$ cat config.mk
export PLATFORM = sky130hd
export DESIGN_NAME = mem_port_arbiter_flat
export DESIGN_NICKNAME = d
export VERILOG_FILES = /design/src/rtl/mem_port_arbiter_if.sv /design/src/rtl/mem_port_arbiter.sv /design/src/flat_wrapper.sv
export SDC_FILE = /design/constraint.sdc
export NUM_CORES = 1
export LEC_CHECK = 0
export CAP_MARGIN = 20
export CORE_ASPECT_RATIO = 0.9
export CORE_MARGIN = 4
export CORE_UTILIZATION = 30
export DETAILED_ROUTE_END_ITERATION = 8
export PLACE_DENSITY_LB_ADDON = 0.15
export SYNTH_ARGS = -nofsm -noshare
export SYNTH_HDL_FRONTEND = slang
export SYNTH_SLANG_ARGS = --single-unit
$ cat constraint.sdc
create_clock -name clk -period 1.5 [get_ports clk]
set_clock_uncertainty 0.1 [all_clocks]
set_input_delay 0.15 -clock clk [delete_from_list [all_inputs] [get_ports clk]]
set_output_delay 0.15 -clock clk [all_outputs]
set_load 0.02 [all_outputs]
$ cat src/rtl/mem_port_arbiter_if.sv
// Bundle of the fetch, load/store and memory-command signals shared by the
// unified-memory arbiter. The arbiter uses the slave view. Requesters and the
// memory model use the master view.
interface mem_port_arbiter_if #(
    parameter int ADDR_W = 16,
    parameter int DATA_W = 16
) ();
    // Instruction-fetch requester
    logic              if_req;
    logic [ADDR_W-1:0] if_addr;
    logic              if_gnt;
    logic [DATA_W-1:0] if_rdata;
    logic              if_rvalid;
    logic              if_flush;

    // Load/store requester
    logic              d_req;
    logic              d_we;
    logic [ADDR_W-1:0] d_addr;
    logic [DATA_W-1:0] d_wdata;
    logic              d_gnt;
    logic [DATA_W-1:0] d_rdata;
    logic              d_rvalid;

    // Memory command and return data
    logic [ADDR_W-1:0] mem_addr;
    logic              mem_wr_en;
    logic [DATA_W-1:0] mem_wr_data;
    logic [DATA_W-1:0] mem_rd_data;

    // Status
    logic              fetch_stall;

    modport slave (
        input  if_req, if_addr, if_flush,
        input  d_req, d_we, d_addr, d_wdata,
        input  mem_rd_data,
        output if_gnt, if_rdata, if_rvalid,
        output d_gnt, d_rdata, d_rvalid,
        output mem_addr, mem_wr_en, mem_wr_data,
        output fetch_stall
    );

    modport master (
        output if_req, if_addr, if_flush,
        output d_req, d_we, d_addr, d_wdata,
        output mem_rd_data,
        input  if_gnt, if_rdata, if_rvalid,
        input  d_gnt, d_rdata, d_rvalid,
        input  mem_addr, mem_wr_en, mem_wr_data,
        input  fetch_stall
    );
endinterface

$ cat src/rtl/mem_port_arbiter.sv
// Single-port unified-memory arbiter between instruction fetch and load/store.
//
// Handshake: a requester holds req and its address/data stable until gnt is
// high in the same cycle. gnt is combinational, and the transfer happens at
// the clock edge that ends the granted cycle. Nothing is buffered, so a denied
// request simply retries. Read data returns on rdata together with a one-cycle
// rvalid pulse. For a read granted in cycle t, that pulse is visible in cycle
// t+MEM_LAT+1. Stores never produce an rvalid.
//
// Data normally wins. A saturating starve counter counts consecutive denied
// fetch cycles. When it reaches STARVE_LIMIT, fetch wins the next contended
// cycle. A MEM_LAT-deep tag pipeline {valid, owner} follows each read through
// the memory so its data can be routed back. A branch redirect (if_flush)
// invalidates every fetch-owned tag, including one granted in the flush cycle.
module mem_port_arbiter #(
    parameter int ADDR_W       = 16,
    parameter int DATA_W       = 16,
    parameter int MEM_LAT      = 1,
    parameter int STARVE_LIMIT = 4
) (
    input  logic                  clk,
    input  logic                  rst_n,
    mem_port_arbiter_if.slave     bus
);
    localparam int               CNT_W = 4;
    localparam logic [CNT_W-1:0] LIMIT = CNT_W'(STARVE_LIMIT);
    // Tag bit positions: owner = 1 means fetch, 0 means data.
    localparam int               TAG_V = 1;
    localparam int               TAG_O = 0;

    logic [CNT_W-1:0]          starve_cnt_q, starve_cnt_d;
    logic [MEM_LAT-1:0][1:0]   tag_q, tag_d;
    logic                      if_rvalid_q, if_rvalid_d;
    logic                      d_rvalid_q, d_rvalid_d;
    logic [DATA_W-1:0]         if_rdata_q, if_rdata_d;
    logic [DATA_W-1:0]         d_rdata_q, d_rdata_d;

    logic                      if_req_v;
    logic                      d_req_v;
    logic                      force_if;
    logic                      if_win;
    logic                      d_win;
    logic                      rd_grant;
    logic [1:0]                tag_out;
    logic                      resp_valid;

    // Arbitration: data has priority unless fetch has starved to the limit.
    // Requests are masked while in reset so no grant or write can leak out.
    always_comb begin
        if_req_v = bus.if_req & rst_n;
        d_req_v  = bus.d_req & rst_n;
        force_if = (starve_cnt_q == LIMIT);
        if_win   = if_req_v & (~d_req_v | force_if);
        d_win    = d_req_v & ~if_win;
        rd_grant = if_win | (d_win & ~bus.d_we);
    end

    assign bus.if_gnt      = if_win;
    assign bus.d_gnt       = d_win;
    assign bus.fetch_stall = if_req_v & ~if_win;
    assign bus.mem_addr    = if_win ? bus.if_addr : (d_win ? bus.d_addr : '0);
    assign bus.mem_wr_en   = d_win & bus.d_we;
    assign bus.mem_wr_data = rst_n ? bus.d_wdata : '0;

    // Starve counter: count denied fetch cycles, saturating, clear otherwise.
    always_comb begin
        starve_cnt_d = '0;
        if (if_req_v & ~if_win) begin
            starve_cnt_d = (starve_cnt_q == LIMIT) ? starve_cnt_q : starve_cnt_q + 1'b1;
        end
    end

    // Tag pipeline: record each granted read and drop fetch tags on a flush.
    always_comb begin
        tag_d        = '0;
        tag_d[0]     = {rd_grant & ~(if_win & bus.if_flush), if_win};
        for (int i = 1; i < MEM_LAT; i++) begin
            tag_d[i] = tag_q[i-1];
            if (bus.if_flush & tag_q[i-1][TAG_O]) begin
                tag_d[i][TAG_V] = 1'b0;
            end
        end
    end

    // Response routing: the oldest tag selects which requester gets mem_rd_data.
    always_comb begin
        tag_out     = tag_q[MEM_LAT-1];
        resp_valid  = tag_out[TAG_V] & ~(bus.if_flush & tag_out[TAG_O]);
        if_rvalid_d = resp_valid & tag_out[TAG_O];
        d_rvalid_d  = resp_valid & ~tag_out[TAG_O];
        if_rdata_d  = if_rvalid_d ? bus.mem_rd_data : if_rdata_q;
        d_rdata_d   = d_rvalid_d ? bus.mem_rd_data : d_rdata_q;
    end

    // State registers with asynchronous active-low clear.
    always_ff @(posedge clk or negedge rst_n) begin
        if (!rst_n) begin
            starve_cnt_q <= '0;
            tag_q        <= '0;
            if_rvalid_q  <= 1'b0;
            d_rvalid_q   <= 1'b0;
            if_rdata_q   <= '0;
            d_rdata_q    <= '0;
        end else begin
            starve_cnt_q <= starve_cnt_d;
            tag_q        <= tag_d;
            if_rvalid_q  <= if_rvalid_d;
            d_rvalid_q   <= d_rvalid_d;
            if_rdata_q   <= if_rdata_d;
            d_rdata_q    <= d_rdata_d;
        end
    end

    assign bus.if_rvalid = if_rvalid_q;
    assign bus.d_rvalid  = d_rvalid_q;
    assign bus.if_rdata  = if_rdata_q;
    assign bus.d_rdata   = d_rdata_q;
endmodule

$ cat src/flat_wrapper.sv
// flat-port wrapper written by rule: the top's interface ports become plain ports
module mem_port_arbiter_flat 
#(
    parameter int ADDR_W       = 16,
    parameter int DATA_W       = 16,
    parameter int MEM_LAT      = 1,
    parameter int STARVE_LIMIT = 4
)
  (clk, rst_n, bus_if_req, bus_if_addr, bus_if_flush, bus_d_req, bus_d_we, bus_d_addr, bus_d_wdata, bus_mem_rd_data, bus_if_gnt, bus_if_rdata, bus_if_rvalid, bus_d_gnt, bus_d_rdata, bus_d_rvalid, bus_mem_addr, bus_mem_wr_en, bus_mem_wr_data, bus_fetch_stall);
  mem_port_arbiter_if #(.ADDR_W(ADDR_W), .DATA_W(DATA_W)) bus_i ();
  input  logic clk;
  input  logic rst_n;
  input wire logic [$bits(bus_i.if_req)-1:0] bus_if_req;
  input wire logic [$bits(bus_i.if_addr)-1:0] bus_if_addr;
  input wire logic [$bits(bus_i.if_flush)-1:0] bus_if_flush;
  input wire logic [$bits(bus_i.d_req)-1:0] bus_d_req;
  input wire logic [$bits(bus_i.d_we)-1:0] bus_d_we;
  input wire logic [$bits(bus_i.d_addr)-1:0] bus_d_addr;
  input wire logic [$bits(bus_i.d_wdata)-1:0] bus_d_wdata;
  input wire logic [$bits(bus_i.mem_rd_data)-1:0] bus_mem_rd_data;
  output wire logic [$bits(bus_i.if_gnt)-1:0] bus_if_gnt;
  output wire logic [$bits(bus_i.if_rdata)-1:0] bus_if_rdata;
  output wire logic [$bits(bus_i.if_rvalid)-1:0] bus_if_rvalid;
  output wire logic [$bits(bus_i.d_gnt)-1:0] bus_d_gnt;
  output wire logic [$bits(bus_i.d_rdata)-1:0] bus_d_rdata;
  output wire logic [$bits(bus_i.d_rvalid)-1:0] bus_d_rvalid;
  output wire logic [$bits(bus_i.mem_addr)-1:0] bus_mem_addr;
  output wire logic [$bits(bus_i.mem_wr_en)-1:0] bus_mem_wr_en;
  output wire logic [$bits(bus_i.mem_wr_data)-1:0] bus_mem_wr_data;
  output wire logic [$bits(bus_i.fetch_stall)-1:0] bus_fetch_stall;
  assign bus_i.if_req = bus_if_req;
  assign bus_i.if_addr = bus_if_addr;
  assign bus_i.if_flush = bus_if_flush;
  assign bus_i.d_req = bus_d_req;
  assign bus_i.d_we = bus_d_we;
  assign bus_i.d_addr = bus_d_addr;
  assign bus_i.d_wdata = bus_d_wdata;
  assign bus_i.mem_rd_data = bus_mem_rd_data;
  assign bus_if_gnt = bus_i.if_gnt;
  assign bus_if_rdata = bus_i.if_rdata;
  assign bus_if_rvalid = bus_i.if_rvalid;
  assign bus_d_gnt = bus_i.d_gnt;
  assign bus_d_rdata = bus_i.d_rdata;
  assign bus_d_rvalid = bus_i.d_rvalid;
  assign bus_mem_addr = bus_i.mem_addr;
  assign bus_mem_wr_en = bus_i.mem_wr_en;
  assign bus_mem_wr_data = bus_i.mem_wr_data;
  assign bus_fetch_stall = bus_i.fetch_stall;
  mem_port_arbiter #(.ADDR_W(ADDR_W), .DATA_W(DATA_W), .MEM_LAT(MEM_LAT), .STARVE_LIMIT(STARVE_LIMIT)) u_core (.clk(clk), .rst_n(rst_n), .bus(bus_i));
endmodule
==> results by group <==
Clocking
  • Reg clk slew, reported paths: 0.07 ns
  • CTS tree: yes
  • CTS H-tree depth: 2
  • TritonCTS Buffers: 5
  • Clk sinks: 40
  • Root Driver: clkbuf_8
  • Clk buf depth: 2
  • Clk_lat worst skew: 0.28 ns

Die
  • Die width: 90.62 µm
  • IO Count: 140
  • Core Box Area: 0.005823 mm²
  • DIE AREA: 0.007463 mm²
  • Initial Utilization: 0.3165
  • DIE HEIGHT: 82.36 µm
  • Row count: 26

Power
  • VDD IR-drop max: 0.3522 mV
  • Power per standard cell area: 852.9 mW/mm²
  • Clk pwr share: 0.201
  • Leakage: 1.968 nW
  • Comb power frac: 0.386
  • Sequential Power Share: 0.413
  • Internal: 2.257 mW
  • Psw: 0.9721 mW
  • Total Power: 3.229 mW
  • Switching Fraction: 0.3010

Logic synthesis
  • Sequential-to-total area share from yosys stat: 0.5431
  • Flops & latches, synth: 40
  • Ys async rst share: 1.000
  • Post-synth EDFFs: 0
  • Most numerous cell in the Yosys netlist: dfrtp_1
  • YS warnings: 0
  • Top cells by area, synth: dfrtp_1 54%, mux2_2 20%, a22o_1 8.1%, and2_1 5.8%, inv_1 1.8%
  • Mapped Nets: 211
  • Synth top cells by count: 40 x dfrtp_1, 32 x mux2_2, 17 x a22o_1, 17 x and2_1, 9 x inv_1
  • Synth area leader: dfrtp_1
  • Cells after Synth: 139
  • Post-Syn Area: 0.001843 mm²
  • Top_reg_cell synth: dfrtp_1
  • Top-area cell type share of the netlist area: 0.5431
  • Unique masters post-synth: 23
  • Syn_area_per_cell: 13.26 µm²

Placement
  • GP Congestion: 0.6990
  • I/O Buffers: 139
  • Placement Setup Slack: -0.6250 ns
  • Placed Area: 0.003468 mm²
  • HPWL after DPL: 4216 µm

Worst setup path
  • CP required: 1.25 ns
  • RR Startpoint: u_core.starve_cnt_q[1]
  • Worst-path cell chain: inv_2 -> ha_4 -> nand3b_4 -> buf_6 -> a21oi_4 -> clkbuf_16 -> a22o_4 -> buf_6
  • Worst-path fanout max: 9
  • Critical Path Source: u_core.starve_cnt_q[1]
  • Worst setup path class: reg2out
  • CP peak stage delay: 0.39 ns
  • Most frequent CP cell: buf_6
  • CP max stage cell: dfrtp_1
  • Crit path capture type: output pin
  • R2R cell count: 9
  • Arrival time worst endpoint: 1.79 ns
  • Startpoint types: register

Timing
  • Fmax: 489.0 MHz
  • Setup repair after global routing missed its margin: yes
  • Slew at the pin with the worst max-slew slack: 0.5000 ns
  • Final Worst Setup Slack: -0.5449 ns
  • Slew Limit Fails: 0
  • Count of final setup violators: 22
  • Max-slew headroom at the worst pin: 0.6667
  • Tcrit/Tclk final: 1.363
  • Post-route minimum period: 2.045 ns
  • Final hold violation count: 0
  • Total negative slack: -10.29 ns

GRT
  • Pin count of the biggest net entering global routing: 41
  • First-pass GRT wire length: 8473 µm
  • Number of global-route vias before repair: 1759
  • Grt ovf: 0
  • Total track usage: 0.1455
  • Antenna violations before repair: 0

Routing
  • Drt pass-1 iters: 4
  • DR vias: 1682
  • Post-route ant nets: 0
  • DRT iter0 DRCs: 17
  • Drt via density: 4.571
  • Routed len/inst: 15.15 µm
  • Post-route DRC: 0
  • Final WL: 5576 µm

Finish
  • Fin nets: 370
  • Cell area after layout: 0.003786 mm²
  • Filler Cell Count: 458
  • Antenna cell count: 0
  • Share of layout cells above drive strength 1: 0.3289
  • Area growth syn-to-layout: 105.4%

Min path
  • Min-delay worst type: in2async

Run
  • Total of max-cap violations: 0

Outcome
  • Status: finished with violations
  • Failing checks: negative setup slack
==> per-layer routing <==
layer	wire length (µm)	vias up	global-route usage
met2	2721	93	0.2450
li1	-	803	-
met3	647	5	0.06975
met5	0	-	0
met4	57	0	0.05046
met1	2149	781	0.1637
==> what timing repair did <==
item / in CTS / in global routing
hold buffers: 0 / 0
setup buffers: 2 / 5
pin swaps: 3 / 13
resized for setup: 150 / 30
setup endpoints to repair: 53 / 41
cloned: 2 / 3
==> final timing paths <==
path / end / slack [ns]
worst max-delay path: bus_mem_addr[10] / -0.54
worst min-delay path: u_core.starve_cnt_q[3] / 0.09
worst max register to register: u_core.tag_out[1] / -0.23
worst min register to register: u_core.bus.if_rdata[5] / 0.40
max in group asynchronous: u_core.bus.d_rdata[11] / 0.86
min in group clk: u_core.starve_cnt_q[3] / 0.37
==> placed cells by master, fill, tap and decap left out, drive strengths merged <==
cell / n
clkdlybuf4s50: 71
dfrtp: 40
buf: 39
mux2: 32
dlygate4sd2: 32
and2: 17
a22o: 17
dlymetal6s2s: 15
inv: 9
clkbuf: 9
nor2: 4
nand3: 2
ha: 2
nand3b: 1
nand2: 1
a21oi: 1
o211a: 1
nand4: 1
nand2b: 1
xor2: 1
xnor2: 1
clkinv: 1
==> power groups by stage <==
stage / logic [mW] / registers, mW / clock network [mW]
4_1_cts: 1.25 / 1.34 / 0.687
3_5_place_dp: 1.29 / 1.36 / 0
6_report: 1.25 / 1.33 / 0.651
3_3_place_gp: 1.28 / 1.36 / 0
2_1_floorplan: 0.339 / 1.58 / 0
5_1_grt: 1.32 / 1.35 / 0.731
==> area by class of cell <==
cell class / count / area [µm²] / share of cell area
clock buffers: 6 / 72.57 / 0.01917
clock inverters: 1 / 5.005 / 0.001322
inverters: 9 / 33.78 / 0.008923
multi-input cells: 82 / 854.6 / 0.2257
flip-flops and latches: 40 / 1001 / 0.2644
well taps: 70 / 87.58 / 0.02313
repair buffers: 160 / 1732 / 0.4574
==> stage by stage <==
| step | hold WS [ns] | instances | utilization |
|---|---|---|---|
| 2_1_floorplan | -0.2456 | 139 | - |
| 3_3_place_gp | 0.3856 | 350 | 0.5956 |
| 3_5_place_dp | 0.3924 | 350 | 0.5956 |
| 4_1_cts | 0.1157 | 361 | 0.6195 |
| 5_1_grt | 0.1633 | 368 | 0.6502 |
| 6_report | 0.08845 | 368 | 0.6502 |
==> cell families after synthesis <==
group	after synthesis	share of synthesized area
AO/OA/AOI/OAI	19	0.09505
buffers and inverters	17	0.04955
flip-flops	40	0.5431
multiplexers	32	0.1955
AND/OR/NAND/NOR	27	0.09368
adder cells (fa/ha/maj)	2	0.01358
XOR/XNOR	2	0.009506
==> worst max-delay path: cells and delay by family, from the launching register on <==
| family | cells | cell delay [ns] |
|---|---|---|
| buffers and inverters | 4 | 0.53 |
| AOI/OAI and AO/OA | 2 | 0.38 |
| DFF | 1 | 0.39 |
| adders and majority gates | 1 | 0.14 |
| and+or+nand+nor | 1 | 0.08 |
==> state kept, by name, summed over array words and instances, names as in the netlist <==
name and count:
u_core.bus.d_rvalid 1, u_core.tag_out 2, u_core.bus.if_rvalid 1, u_core.bus.if_rdata 16
u_core.starve_cnt_q 4, u_core.bus.d_rdata 16
(Power assumes the default switching activity.)
==> patch: new RTL, config.mk and constraints unchanged <==
Take the reset off `d_rdata_q` and load it in a clocked block of its own.
--- a/src/rtl/mem_port_arbiter.sv
+++ b/src/rtl/mem_port_arbiter.sv
@@ -100,15 +100,17 @@
             if_rvalid_q  <= 1'b0;
             d_rvalid_q   <= 1'b0;
             if_rdata_q   <= '0;
-            d_rdata_q    <= '0;
         end else begin
             starve_cnt_q <= starve_cnt_d;
             tag_q        <= tag_d;
             if_rvalid_q  <= if_rvalid_d;
             d_rvalid_q   <= d_rvalid_d;
             if_rdata_q   <= if_rdata_d;
-            d_rdata_q    <= d_rdata_d;
         end
+    end
+
+    always_ff @(posedge clk) begin
+        d_rdata_q <= d_rdata_d;
     end
 
     assign bus.if_rvalid = if_rvalid_q;
Formal check against the unedited RTL: differs if rst_n is asserted again (counterexample within 4 cycles, from zero or initial values and one cycle with rst_n low); with rst_n held inactive, the same outputs for 10 cycles.
==> patch against the original RTL <==
The run still ends with setup timing left; power down 3.0%; cell area down 1.6%; sequential cell count unchanged; routed wire length down 4.3%; worst setup slack worse by 0.0040 ns; critical path depth down 1; synthesized area down 6.2%; non-clock buffer count up 1; register-to-register slack better by 0.09 ns; final cell count down 4.9%; highest routed layer unchanged.
==> patch: results (changes against the original RTL) <==
| Metric | Value |
|---|---|
| Met3 Use GR | 6.60% (was 6.97%) |
| Fillers | 416 (was 458) |
| Share of layout cells above drive strength 1 | 29.0% (was 32.9%) |
| Initial drt markers | 18 (was 17) |
| CP delay by family, top | compound AO/OA/AOI/OAI gates (was buffers and inverters) |
| TNS Setup | -9.79 ns (was -10.29 ns) |
| Mux cell area share after synthesis | 10.4% (was 19.6%) |
| First-pass GRT wire length | 8.20 mm (was 8.47 mm) |
| Leakage | 1.90 nW (was 1.97 nW) |
| Post-route setup slack | -0.549 ns (was -0.545 ns) |
| Commonest cells in the netlist | dfrtp_1, a22o_1, and2_1, edfxtp_1, mux2_2 (was dfrtp_1, mux2_2, a22o_1, and2_1, inv_1) |
| Status | finished, violations left (unchanged) |
| Vias in the first global route | 1,756 (was 1,759) |
| Dpl hpwl | 4.12 mm (was 4.22 mm) |
| Reg2reg path depth | 7 (was 9) |
| Top cells by area, synth | dfrtp_1, edfxtp_1, mux2_2 (was dfrtp_1, mux2_2, a22o_1) |
| Post-DP Area | 3390 um2 (was 3470 um2) |
| Post-Syn Nets | 192 (was 211) |
| XOR/XNOR share of the synthesized area | 1.01% (was 0.950%) |
| Reg2Reg Setup Slack | -0.14 ns (was -0.23 ns) |
| Drt via density | 4.55 (was 4.57) |
| Area grow syn2layout | 115% (was 105%) |
| Metal1 wirelength | 1.86 mm (was 2.15 mm) |
| Failing checks | setup timing (unchanged) |
| Register area share after synthesis | 62.5% (was 54.3%) |
| Post-synth EDFFs | 16 (was 0) |
| Slew @ Worst Pin | 0.299 ns (was 0.500 ns) |
| Syn Inst Count | 120 (was 139) |
| Tot GR Track Use | 15.2% (was 14.5%) |
| VDD IR max | 0.568 mV (was 0.352 mV) |
| Met1 usage | 14.9% (was 16.4%) |
| M2 GR Usage | 28.4% (was 24.5%) |
| Largest net degree at the start of global routing | 19 (was 41) |
| Adder-Cell Fraction of Synth Area | 1.45% (was 1.36%) |
| CP max FO | 5 (was 9) |
| Drt pass-1 iters | 2 (was 4) |
| DP Worst Slack | -0.673 ns (was -0.625 ns) |
| Final setup fails | 21 (was 22) |
| Gpl congestion | 0.702 (was 0.699) |
| R2r startpoint | u_core.starve_cnt_q[0] (was u_core.starve_cnt_q[1]) |
| Ys async rst share | 60.0% (was 100%) |
| Hold_ws | 0.0182 ns (was 0.0884 ns) |
| Placed Instances | 333 (was 350) |
| Met3 Routed Length | 661 um (was 647 um) |
| DR WL met2 | 2.75 mm (was 2.72 mm) |
| Yosys cell types | 24 (was 23) |
-- patch: timing repair --
| item | in CTS | in global routing |
|---|---|---|
| cloned | 2 | 1 |
| gates resized for setup | 154 | 26 |
| hold endpoints to repair | 8 | 0 |
| setup endpoints to repair | 50 | 45 |
| pin swaps | 4 | 3 |
| buffers inserted | 3 | 2 |
| hold buffers | 2 | 0 |
-- patch: cells by family after synthesis --
kind of cell | Yosys count
mux | 16
compound gates | 19
simple gates | 27
xor+xnor | 2
buf+inv | 14
flops | 40
fa+ha+maj | 2
-- patch: where the power goes --
group | internal, W | switching [W]
Clock | 0.000587 | 0.000362
Sequential | 0.00124 | 0.0000415
Combinational | 0.000507 | 0.000393
-- patch: area by class of cell --
class                   instances  area share (%)
clock buffers                   7            2.59
clock inverters                 1           0.806
inverters                       8           0.806
multi-input cells              66            18.0
flip-flops and latches         40            29.0
well taps                      67            2.25
repair buffers                161            46.5
